`src/rtl/mem_arb_pkg.sv`:
```
// Shared definitions for the RAM port arbiter: FSM state codes, port ids and
// the default RAM geometry also used by ram and mar.
package mem_arb_pkg;

    localparam int DEF_ADDR_W = 9;
    localparam int DEF_DATA_W = 32;

    typedef enum logic [1:0] {
        IDLE = 2'd0,
        ACC  = 2'd1,
        RDAT = 2'd2
    } state_e;

    typedef enum logic {
        GNT_CPU = 1'b0,
        GNT_EXT = 1'b1
    } gnt_e;

endpackage

```
`src/rtl/arb_rr_pick.sv`:
```
// Combinational two-way picker: round-robin between CPU and EXT, with a
// bounded EXT priority window while ext_lock is held.
module arb_rr_pick
    import mem_arb_pkg::*;
(
    input  logic [1:0] reqs_i,       // {ext, cpu}
    input  gnt_e       last_gnt_i,
    input  logic       ext_lock_i,
    input  logic       lock_max_i,
    output logic       gnt_valid_o,
    output gnt_e       gnt_id_o
);

    always_comb begin
        // NOTE: every output gets a default first so no path leaves it unassigned (no latch).
        gnt_valid_o = |reqs_i;
        gnt_id_o    = GNT_CPU;
        if (reqs_i == 2'b10) begin
            gnt_id_o = GNT_EXT;
        end else if (reqs_i == 2'b11) begin
            if (ext_lock_i) begin
                gnt_id_o = lock_max_i ? GNT_CPU : GNT_EXT;
            end else begin
                gnt_id_o = (last_gnt_i == GNT_CPU) ? GNT_EXT : GNT_CPU;
            end
        end
    end

endmodule

```
`src/rtl/mem_port_arbiter.sv`:
```
// Shares the single-port RAM between the CPU datapath and the EXT loader port,
// sequencing each access through the RAM's one-cycle registered read.
module mem_port_arbiter
    import mem_arb_pkg::*;
#(
    parameter int ADDR_W   = DEF_ADDR_W,
    parameter int DATA_W   = DEF_DATA_W,
    parameter int MAX_LOCK = 4
) (
    input  logic              clk_i,
    input  logic              rst_ni,
    input  logic              cpu_req_i,
    input  logic              cpu_we_i,
    input  logic [ADDR_W-1:0] cpu_addr_i,
    input  logic [DATA_W-1:0] cpu_wdata_i,
    output logic              cpu_ack_o,
    output logic [DATA_W-1:0] cpu_rdata_o,
    input  logic              ext_req_i,
    input  logic              ext_we_i,
    input  logic              ext_lock_i,
    input  logic [ADDR_W-1:0] ext_addr_i,
    input  logic [DATA_W-1:0] ext_wdata_i,
    output logic              ext_ack_o,
    output logic [DATA_W-1:0] ext_rdata_o,
    output logic [ADDR_W-1:0] ram_addr_o,
    output logic [DATA_W-1:0] ram_data_o,
    output logic              ram_we_o,
    input  logic [DATA_W-1:0] ram_q_i,
    output logic              busy_o
);

    localparam int CNT_W = 4;

    state_e            state_q;
    gnt_e              owner_q, last_gnt_q;
    logic [CNT_W-1:0]  lock_cnt_q, lock_cnt_d;
    logic [ADDR_W-1:0] addr_q;
    logic [DATA_W-1:0] wdata_q;
    logic              we_q, ram_we_q, cpu_ack_q, ext_ack_q;

    logic              gnt_valid, lock_max;
    gnt_e              gnt_id;
    logic [ADDR_W-1:0] sel_addr;
    logic [DATA_W-1:0] sel_wdata;
    logic              sel_we;

    assign lock_max = (lock_cnt_q == CNT_W'(MAX_LOCK));

    arb_rr_pick u_pick (
        .reqs_i      ({ext_req_i, cpu_req_i}),
        .last_gnt_i  (last_gnt_q),
        .ext_lock_i  (ext_lock_i),
        .lock_max_i  (lock_max),
        .gnt_valid_o (gnt_valid),
        .gnt_id_o    (gnt_id)
    );

    assign sel_addr  = (gnt_id == GNT_EXT) ? ext_addr_i  : cpu_addr_i;
    assign sel_wdata = (gnt_id == GNT_EXT) ? ext_wdata_i : cpu_wdata_i;
    assign sel_we    = (gnt_id == GNT_EXT) ? ext_we_i    : cpu_we_i;

    // The lock window clears on any CPU grant and whenever ext_lock drops, in any state.
    always_comb begin
        lock_cnt_d = lock_cnt_q;
        if (state_q == IDLE && gnt_valid) begin
            if (gnt_id == GNT_CPU) begin
                lock_cnt_d = '0;
            end else if (ext_lock_i && !lock_max) begin
                lock_cnt_d = lock_cnt_q + 1'b1;
            end
        end
        if (!ext_lock_i) begin
            lock_cnt_d = '0;
        end
    end

    // Acks and ram_we are registered on entry to the state that presents them.
    always_ff @(posedge clk_i or negedge rst_ni) begin
        if (!rst_ni) begin
            state_q    <= IDLE;
            owner_q    <= GNT_CPU;
            last_gnt_q <= GNT_EXT;
            lock_cnt_q <= '0;
            addr_q     <= '0;
            wdata_q    <= '0;
            we_q       <= 1'b0;
            ram_we_q   <= 1'b0;
            cpu_ack_q  <= 1'b0;
            ext_ack_q  <= 1'b0;
        end else begin
            // NOTE: non-blocking assignments so every register sees pre-edge values.
            cpu_ack_q  <= 1'b0;
            ext_ack_q  <= 1'b0;
            ram_we_q   <= 1'b0;
            lock_cnt_q <= lock_cnt_d;
            unique case (state_q)
                IDLE: begin
                    if (gnt_valid) begin
                        state_q    <= ACC;
                        owner_q    <= gnt_id;
                        last_gnt_q <= gnt_id;
                        addr_q     <= sel_addr;
                        wdata_q    <= sel_wdata;
                        we_q       <= sel_we;
                        ram_we_q   <= sel_we;
                        cpu_ack_q  <= sel_we && (gnt_id == GNT_CPU);
                        ext_ack_q  <= sel_we && (gnt_id == GNT_EXT);
                    end
                end
                ACC: begin
                    state_q   <= we_q ? IDLE : RDAT;
                    cpu_ack_q <= !we_q && (owner_q == GNT_CPU);
                    ext_ack_q <= !we_q && (owner_q == GNT_EXT);
                end
                RDAT:    state_q <= IDLE;
                default: state_q <= IDLE;
            endcase
        end
    end

    assign ram_addr_o  = addr_q;
    assign ram_data_o  = wdata_q;
    assign ram_we_o    = ram_we_q;
    assign busy_o      = (state_q != IDLE);
    assign cpu_ack_o   = cpu_ack_q;
    assign ext_ack_o   = ext_ack_q;
    assign cpu_rdata_o = (cpu_ack_q && !we_q) ? ram_q_i : '0;
    assign ext_rdata_o = (ext_ack_q && !we_q) ? ram_q_i : '0;

endmodule

```
`config.mk`:
```
export PLATFORM = sky130hd
export DESIGN_NAME = mem_port_arbiter
export DESIGN_NICKNAME = d
export VERILOG_FILES = /design/src/rtl/mem_arb_pkg.sv /design/src/rtl/arb_rr_pick.sv /design/src/rtl/mem_port_arbiter.sv
export SDC_FILE = /design/constraint.sdc
export NUM_CORES = 1
export LEC_CHECK = 0
export CAP_MARGIN = 20
export CELL_PAD_IN_SITES_DETAIL_PLACEMENT = 0
export CELL_PAD_IN_SITES_GLOBAL_PLACEMENT = 1
export CORE_MARGIN = 3
export CORE_UTILIZATION = 30
export DETAILED_ROUTE_END_ITERATION = 7
export DONT_BUFFER_PORTS = 1
export PLACE_DENSITY_LB_ADDON = 0.1
export SYNTH_ARGS = -nofsm -noshare
export SYNTH_HDL_FRONTEND = slang
export SYNTH_HIERARCHICAL = 1
export SYNTH_SLANG_ARGS = --single-unit
```
`constraint.sdc`:
```
create_clock -name clk_i -period 2.3 [get_ports clk_i]
set_clock_uncertainty 0.15 [all_clocks]
set_input_delay 0.345 -clock clk_i [delete_from_list [all_inputs] [get_ports clk_i]]
set_output_delay 0.345 -clock clk_i [all_outputs]
set_load 0.02 [all_outputs]
```
======== Word-level counts from Yosys, hierarchy flattened ========
Cells that the tools add are included.
cells by class
  add/sub/neg operators ................... 1
  reduce and logical (&&, ||, !) cells .... 15
  bitwise gates (word level) .............. 2
  multiplexer cells ....................... 23
  equality and inequality tests ........... 7
operators with widths
  cell                 count
  $mux 32              3
  $mux 4               4
  $mux 1               10
  $mux 9               1
  $logic_and 1x1->1    8
  $add 4x1->4 const B  1
  $eq 2x2->1 const B   2
  $eq 4x3->1 const B   1
  $mux 2               2
  $pmux 1 s2           2
  $pmux 2 s2           1
  $reduce_and 2->1     2
  $ne 3x2->1 const B   1
  $eq 2x1->1 const B   1
  $logic_not 1->1      2
  $logic_not 2->1      1
  $ne 2x1->1 const B   1
  $ne 2x2->1 const B   1
  $not 1->1            2
  $reduce_bool 2->1    1
  $reduce_or 2->1      1
word-level totals
  register bits after elaboration ......... 53

======== Logic depth before layout (Yosys ltp) ========
Gate-level depths: netlist (run 1).
  depth after elaboration ................. 9
  depth in mapped cells ................... 9

======== Cells and area by module ========
Netlist (run 1), hierarchy kept.
by module, submodules not included
  module            area each (sq um)  times used  cells an instance
  mem_port_arbiter  2837.7             1           302
  arb_rr_pick       32.5               1           3

======== Least setup slack after synthesis (run 1) ========
OpenSTA, ideal clock, no wires.
  path kind ............................... register to register
  start point ............................. register lock_cnt_q[0]
  end point ............................... register addr_q[1], in the netlist ram_addr_o[1]
  setup time .............................. 134 ps
  cell stages (with the launch flop) ...... 10
  clock period less this slack ............ 2292 ps
  path buffers ............................ 2
  arrival time ............................ 2008 ps
  required time ........................... 2016 ps
  slack ................................... 8 ps
  cells stage by stage .................... dfrtp_1 inv_1 ha_1 and3b_1 mux2_4 a21boi_2 buf_2 buf_2 mux2i_1 o21ai_0
between the ends
  longest elaborated chain between the ends .. 6
ends and longest elaborated chain
  item                    line                     text
  from (decl)             mem_port_arbiter.sv:36   logic [CNT_W-1:0] lock_cnt_q, lock_cnt_d;
  from (signal assigned)  mem_port_arbiter.sv:95   lock_cnt_q <= lock_cnt_d;
  $eq 4x3->1              mem_port_arbiter.sv:47   assign lock_max = (lock_cnt_q == CNT_W'(MAX_LOCK));
  via lock_max            mem_port_arbiter.sv:41   logic gnt_valid, lock_max;
  $mux 1                  arb_rr_pick.sv:22        gnt_id_o = lock_max_i ? GNT_CPU : GNT_EXT;
  $mux 1                  arb_rr_pick.sv:21        if (ext_lock_i) begin
  $mux 1                  arb_rr_pick.sv:20        end else if (reqs_i == 2'b11) begin
  $mux 1                  arb_rr_pick.sv:18        if (reqs_i == 2'b10) begin
  via gnt_id              mem_port_arbiter.sv:42   gnt_e gnt_id;
  $mux 9                  mem_port_arbiter.sv:58   assign sel_addr = (gnt_id == GNT_EXT) ? ext_addr_i : cpu_addr_i;
  to (signal assigned)    mem_port_arbiter.sv:102  addr_q <= sel_addr;
  to (decl)               mem_port_arbiter.sv:37   logic [ADDR_W-1:0] addr_q;
The timed path passes the listed nets, and every way through them passes these cells.
A chain may end at the register's enable or synchronous reset.

======== Worst setup path in the final report (run 1) ========
  start point ............................. register lock_cnt_q[1]
  end point ............................... register wdata_q[9], in the netlist ram_data_o[9]
between the ends
  longest elaborated chain between the ends .. 6
ends and longest elaborated chain
  item                  line                     text
  $eq 4x3->1            mem_port_arbiter.sv:47
  via lock_max          mem_port_arbiter.sv:41
  $mux 1                arb_rr_pick.sv:22
  $mux 1                arb_rr_pick.sv:21
  $mux 1                arb_rr_pick.sv:20
  $mux 1                arb_rr_pick.sv:18
  via gnt_id            mem_port_arbiter.sv:42
  $mux 32               mem_port_arbiter.sv:59   assign sel_wdata = (gnt_id == GNT_EXT) ? ext_wdata_i : cpu_wdata_i;
  to (signal assigned)  mem_port_arbiter.sv:103  wdata_q <= sel_wdata;
  to (decl)             mem_port_arbiter.sv:38   logic [DATA_W-1:0] wdata_q;
The timed path passes the listed nets, and every way through them passes these cells.

==> flow_summary.toml, run 1 <==
[outcome]
status = "completed"

[route]
drt_wl_total_um = 8320
routed_via_density = 4.98
ant_nets = 0
wl_per_cell_um = 19.0
drc = 0
drt_first_pass_iters = 4
via_count = 2182
first_iter_violations = 150

[synthesis]
yosys.area.top_type = "dfrtp_1"
synth_top_flop_cell = "dfrtp_1"
ys_seq_area_share_pct = 46.3
synth_edf_count = 0
synth_top_area_share_pct = 45.3
synth_fp_nets = 428
netlist_area_um2 = 2870
ys.warnings.count = 6
async_reset_ff_share_pct = 100
yosysUniqueCellTypes = 30
netlist_instances = 305
yosys-top-cells-count = "and2_1, dfrtp_1, nand2_1, o21ai_0, mux2i_1"
synth_seq_cells = 53
yosys-top-cells-area = "dfrtp_1, mux2i_1, and2_1"
syn_avg_cell_area_um2 = 9.41
yosysMostFrequentCell = "and2_1"

[setup_path]
critPathRequiredTime_ps = 2330
startpoint = "lock_cnt_q[1]$_DFFE_PN0P_"
start_kind = "flip-flop"
crit_cells = 9
r2r_slack_ps = 110
cp_num_buf_inv = 3
crit_fanout = 8
worstPathArrival_ps = 2230
crit_path_end_kind = "flip-flop"
worstPathCellList = "inv_1 -> ha_4 -> and3b_2 -> mux2_4 -> a21boi_4 -> buf_6 -> buf_8 -> mux2i_1 -> o21ai_0"
worstReg2RegStart = "lock_cnt_q[1]$_DFFE_PN0P_"
timing.rr.end = "ram_data_o[9]$_DFFE_PN0P_"
crit_slowest_cell = "dfrtp_1"
cp_top_family = "multiplexers"
cpPeakStageDelay_ps = 360
reg2reg_depth = 9
path_class = "reg2reg"

[floorplan]
rows = 35
initial_core_util_pct = 30.9
core-area_um2 = 9280
io_pins = 230
die-area_um2 = 10800
die_y_um = 104
dieWidth_um = 104

[pwr]
seqPwrFrac_pct = 51.5
p_sw_share_pct = 49.9
power_density_nw_per_um2 = 1270
intPower_mw = 2.09
combPwrFrac_pct = 35.5
p_switching_mw = 2.08
p_leak_nw = 1.52
p_clk_share_pct = 13.0
peakVddDrop_mv = 0.589

[hold_path]
worstHoldStart = "ext_lock_i"
hp-class = "in2reg"
holdPathEnd = "lock_cnt_q[0]$_DFFE_PN0P_"
holdPathStages = 2

[cts]
cts_buffers = 5
cts-root-buf = "clkbuf_8"
clock_latency_ps = 300
h-tree-depth = 2
cts_tree = "built"
cts.reportedPaths.clkPinSlew_ps = 100
clockBufferDepth = 2
clock-sinks = 53

[place]
gp_congestion = 0.732
dp_hpwl_um = 6090
port_buffers = 0

[timing]
relSlewSlack_pct = 72.0
finalWorstPathRequiredPeriod_ps = 2190
finalMaxSlewViolations = 0
fmax_ghz = 0.457
rsz0062_at_grt = "no"
tightest_slew_ps = 420
setup_viol = 0
min_period_over_period_pct = 95.2
timing.final.hold_violations = 0
setup_tns_ps = 0

[global_routing]
grt_pass1_vias = 2081
grt_pass1_wl_um = 12200
grt.total_usage_pct = 14.0
antenna_found_initial = 0
grt_max_degree = 54
overflow = 0

[cells_and_area]
multi_input_area_um2 = 1470
drive_gt1_share_pct = 11.0
final_util_pct = 35.2
diodes = 0
syn_to_final_growth_pct = 13.9
seq_area_um2 = 1330
nets = 431
fillCellCount = 981

[flow_run]
maxCapViolations = 0
==> per-stage QoR <==
step / cell area, µm² / std cells / setup WS (ps) / power, mW / hold WS (ps)
2_1_floorplan: 2870 / 305 / 7.70 / 3.25 / -101
3_3_place_gp: 3050 / 422 / 83.1 / 3.59 / -99.1
3_5_place_dp: 3050 / 422 / 50.2 / 3.60 / -98.8
4_1_cts: 3170 / 432 / 36.2 / 4.17 / 0.866
5_1_grt: 3270 / 438 / 3.15 / 4.50 / 19.9
6_report: 3270 / 438 / 109 / 4.17 / 30.4
==> sequential cells by signal, indices dropped and copies added, names as in the netlist <==
name	count
ext_ack_o	1
we_q	1
ram_addr_o	9
ram_data_o	32
last_gnt_q	1
lock_cnt_q	4
state_q	2
owner_q	1
ram_we_o	1
cpu_ack_o	1
==> what timing repair did <==
item | CTS | global route
setup buffers | 0 | 4
endpoints found under the hold margin | 53 | 1
hold buffers | 2 | 1
gates resized for setup | 0 | 18
setup endpoints to repair | 0 | 36
==> power groups by stage <==
stage               Sequential, mW  Combinational [mW]  Clock (mW)
floorplan                     2.05                1.20           0
global placement              2.18                1.41           0
detailed placement            2.17                1.43           0
CTS                           2.17                1.44       0.567
global route                  2.21                1.69       0.598
finish                        2.15                1.48       0.541
==> placed cells by master (no fill, tap or decap), types with 2 or more instances in the layout <==
cell	count
buf_4	10
and2_1	64
a32o_1	2
or2_2	2
dlygate4sd3_1	2
nand3_1	2
nor2_1	2
o21ai_1	6
a21o_1	2
clkbuf_1	2
mux2i_1	42
nor2b_1	2
inv_2	2
clkbuf_8	5
buf_12	2
nand2_1	47
o21ai_0	37
inv_1	3
dfrtp_1	52
nand4_1	2
==> how the worst max path moves through the flow <==
stage | endpoint | slack, ps
global placement | ram_data_o[31]$_DFFE_PN0P_ | 80
CTS | lock_cnt_q[1]$_DFFE_PN0P_ | 40
finish | ram_data_o[9]$_DFFE_PN0P_ | 110
global route | ram_data_o[7]$_DFFE_PN0P_ | 3
detailed placement | ram_data_o[13]$_DFFE_PN0P_ | 50
floorplan | ram_addr_o[1]$_DFFE_PN0P_ | 8
==> layer usage <==
layer | vias up | global-route usage (%) | wire [µm]
li1 | 1015 | - | -
met1 | 1021 | 16.7 | 3070
met2 | 142 | 24.7 | 4320
met3 | 4 | 4.36 | 850
met4 | 0 | 3.13 | 75
met5 | - | 0 | 0
==> cell type report <==
type,count,share of cell area (%)
flip-flops and latches,53,40.6
inverters,5,0.574
clock buffers,7,2.33
well taps,129,4.93
multi-input cells,225,44.8
clock inverters,1,0.230
repair buffers,18,6.54
==> cells by family (layout without fill, tap and decap cells) <==
kind of cell    Yosys count  after routing  share of synthesized area [%]
compound gates           54             54                           10.5
fa+ha+maj                 2              2                          0.872
buf+inv                  27             31                           3.84
flops                    53             53                           46.3
mux                      43             43                           15.2
simple gates            126            126                           23.3
No activity file was read; power rests on OpenSTA's default activity.
==> inputs of run 2 (changes only) <==
--- a/config.mk
+++ b/config.mk
@@ -6,10 +6,10 @@
 export NUM_CORES = 1
 export LEC_CHECK = 0
 export CAP_MARGIN = 20
-export CELL_PAD_IN_SITES_DETAIL_PLACEMENT = 0
-export CELL_PAD_IN_SITES_GLOBAL_PLACEMENT = 1
+export CELL_PAD_IN_SITES_DETAIL_PLACEMENT = 1
+export CELL_PAD_IN_SITES_GLOBAL_PLACEMENT = 2
 export CORE_MARGIN = 3
-export CORE_UTILIZATION = 30
+export CORE_UTILIZATION = 29
 export DETAILED_ROUTE_END_ITERATION = 7
 export DONT_BUFFER_PORTS = 1
 export PLACE_DENSITY_LB_ADDON = 0.1
==> run 2 against run 1 <==
- first-iteration DRC count fell by 56%
- critical path depth increased by 1
- global-route usage grew 0.21 points
- worst hold slack better by 18 ps
- maximum frequency down 1.8%
- worst setup slack worse by 40 ps
- flip-flop and latch count did not move
- sequential power is essentially flat
==> flow_summary.toml, run 2 (synthesis gave the netlist of run 1 again) <==
[route]
first_iter_violations = 66
drc = 0
top_layer = "met4"
wl_per_cell_um = 19.3
drt_first_pass_iters = 3
drt_wl_total_um = 8580
routed_via_density = 4.98
drt-met1-wl_um = 3180
via_count = 2216
wl_met3_um = 971
ant_nets = 0
wl_met2_um = 4350

[setup_path]
worstPathCellList = "inv_1 -> ha_2 -> and3b_2 -> mux2_4 -> a21boi_4 -> buf_12 -> buf_12 -> clkbuf_16 -> mux2i_1 -> o21ai_0"
worstPathArrival_ps = 2260
worstReg2RegStart = "lock_cnt_q[1]$_DFFE_PN0P_"
crit_slowest_cell = "dfrtp_1"
crit_path_end_kind = "flip-flop"
path_class = "reg2reg"
cpPeakStageDelay_ps = 390
startpoint = "lock_cnt_q[1]$_DFFE_PN0P_"
r2r_slack_ps = 70
start_kind = "flip-flop"
crit_fanout = 5
cp_top_family = "multiplexers"
critPathRequiredTime_ps = 2330
crit_top_cell = "buf_12"
cp_num_buf_inv = 4

[floorplan]
dieWidth_um = 105
io_pins = 230
rows = 35
die-area_um2 = 11100
core-area_um2 = 9420
initial_core_util_pct = 30.5
die_y_um = 105

[pwr]
peakVddDrop_mv = 0.358
p_total_mw = 4.25
power_density_nw_per_um2 = 1260
p_leak_nw = 1.58

[cells_and_area]
syn_to_final_growth_pct = 17.9
final_cells = 445
drive_gt1_share_pct = 13.9
final_common_cell = "and2_1"
final_util_pct = 35.9
mostFrequentLayoutCells = "and2_1, dfrtp_1, nand2_1"
diodes = 0
final_area_um2 = 3380
nets = 438
fillCellCount = 1076
largest_reg_flops = 32
multi_input_area_um2 = 1470
seq_area_um2 = 1330

[timing]
tightest_slew_ps = 366
worst_slack_ps = 69.0
relSlewSlack_pct = 75.6
holdWs_ps = 48.0
setup_tns_ps = 0
finalMaxSlewViolations = 0
setup_viol = 0
finalWorstPathRequiredPeriod_ps = 2230
min_period_over_period_pct = 97.0
rsz0062_at_grt = "yes"
timing.final.hold_violations = 0
fmax_ghz = 0.448

[flow_run]
maxCapViolations = 0

[cts]
clock_latency_ps = 300
clockBufferDepth = 2
clock-sinks = 53
cts_buffers = 5
cts-root-buf = "clkbuf_8"
cts_tree = "built"
cts.reportedPaths.clkPinSlew_ps = 90
h-tree-depth = 2

[place]
placed_area_um2 = 3050
dpl.cell_count = 422
gp_congestion = 0.723
pre_cts_ws_ps = 6.56
dp_hpwl_um = 6370
port_buffers = 0

[global_routing]
grt.total_usage_pct = 14.2
grt_max_degree = 54
grt_pass1_vias = 2275
overflow = 0
antenna_found_initial = 0
grt_pass1_wl_um = 12700

[outcome]
status = "completed"

[hold_path]
hp-class = "in2reg"
worstHoldStart = "ext_lock_i"
[run 2: cell count changes in the layout (fill, tap and decap cells not counted), moves of 2 or more]
cell      previous run  this run
buf_4               10        15
buf_12               2         4
inv_1                3         5
mux2i_2              0         3
mux2i_1             42        39
clkinv_2             0         2
inv_2                2         0
buf_16               1         3
[run 2: area by class of cell]
class	count	area share, %
Tap cell	129	4.77
Timing Repair Buffer	25	9.47
Multi-Input combinational cell	225	43.5
Inverter	5	0.555
Clock inverter	2	0.296
Sequential cell	53	39.2
Clock buffer	6	2.14
[run 2: worst register-to-register path, delay by kind of cell, from the launching register on]
family | cells | cell delay, ps
compound gates | 2 | 250
buf+inv | 4 | 460
flops | 1 | 390
simple gates | 1 | 210
fa+ha+maj | 1 | 170
mux | 2 | 500
[run 2: per-layer routing]
layer | track usage [%] | vias to the layer above
li1 | - | 1031
met1 | 15.7 | 1048
met2 | 25.5 | 131
met3 | 5.51 | 6
met4 | 3.28 | 0
met5 | 0 | -
[run 2: repair_timing]
item,4_1_cts,5_1_grt
hold endpoints to repair,53,1
hold buffers,2,1
setup buffers,1,9
gates resized for setup,0,16
pin swaps,1,3
gates cloned,1,1
endpoints found under the setup margin,1,32
[run 2: worst paths after layout]
check | to | cells past startpoint
setup / recovery | ram_addr_o[5]$_DFFE_PN0P_ | 10
hold / removal | lock_cnt_q[0]$_DFFE_PN0P_ | 2
setup reg to reg | ram_addr_o[5]$_DFFE_PN0P_ | 10
hold reg to reg | state_q[1]$_DFFE_PN0P_ | 1
max in group asynchronous | last_gnt_q$_DFFE_PN1P_ | 2
min in group asynchronous | ram_data_o[31]$_DFFE_PN0P_ | 2
[run 2: report_power, final]
| part | internal [mW] | total, mW | switching (mW) | leakage [nW] |
|---|---|---|---|---|
| Combinational | 0.566 | 1.58 | 1.02 | 0.875 |
| Clock | 0.212 | 0.518 | 0.306 | 0.0450 |
| Sequential | 1.36 | 2.15 | 0.784 | 0.658 |
| Total | 2.14 | 4.25 | 2.11 | 1.58 |
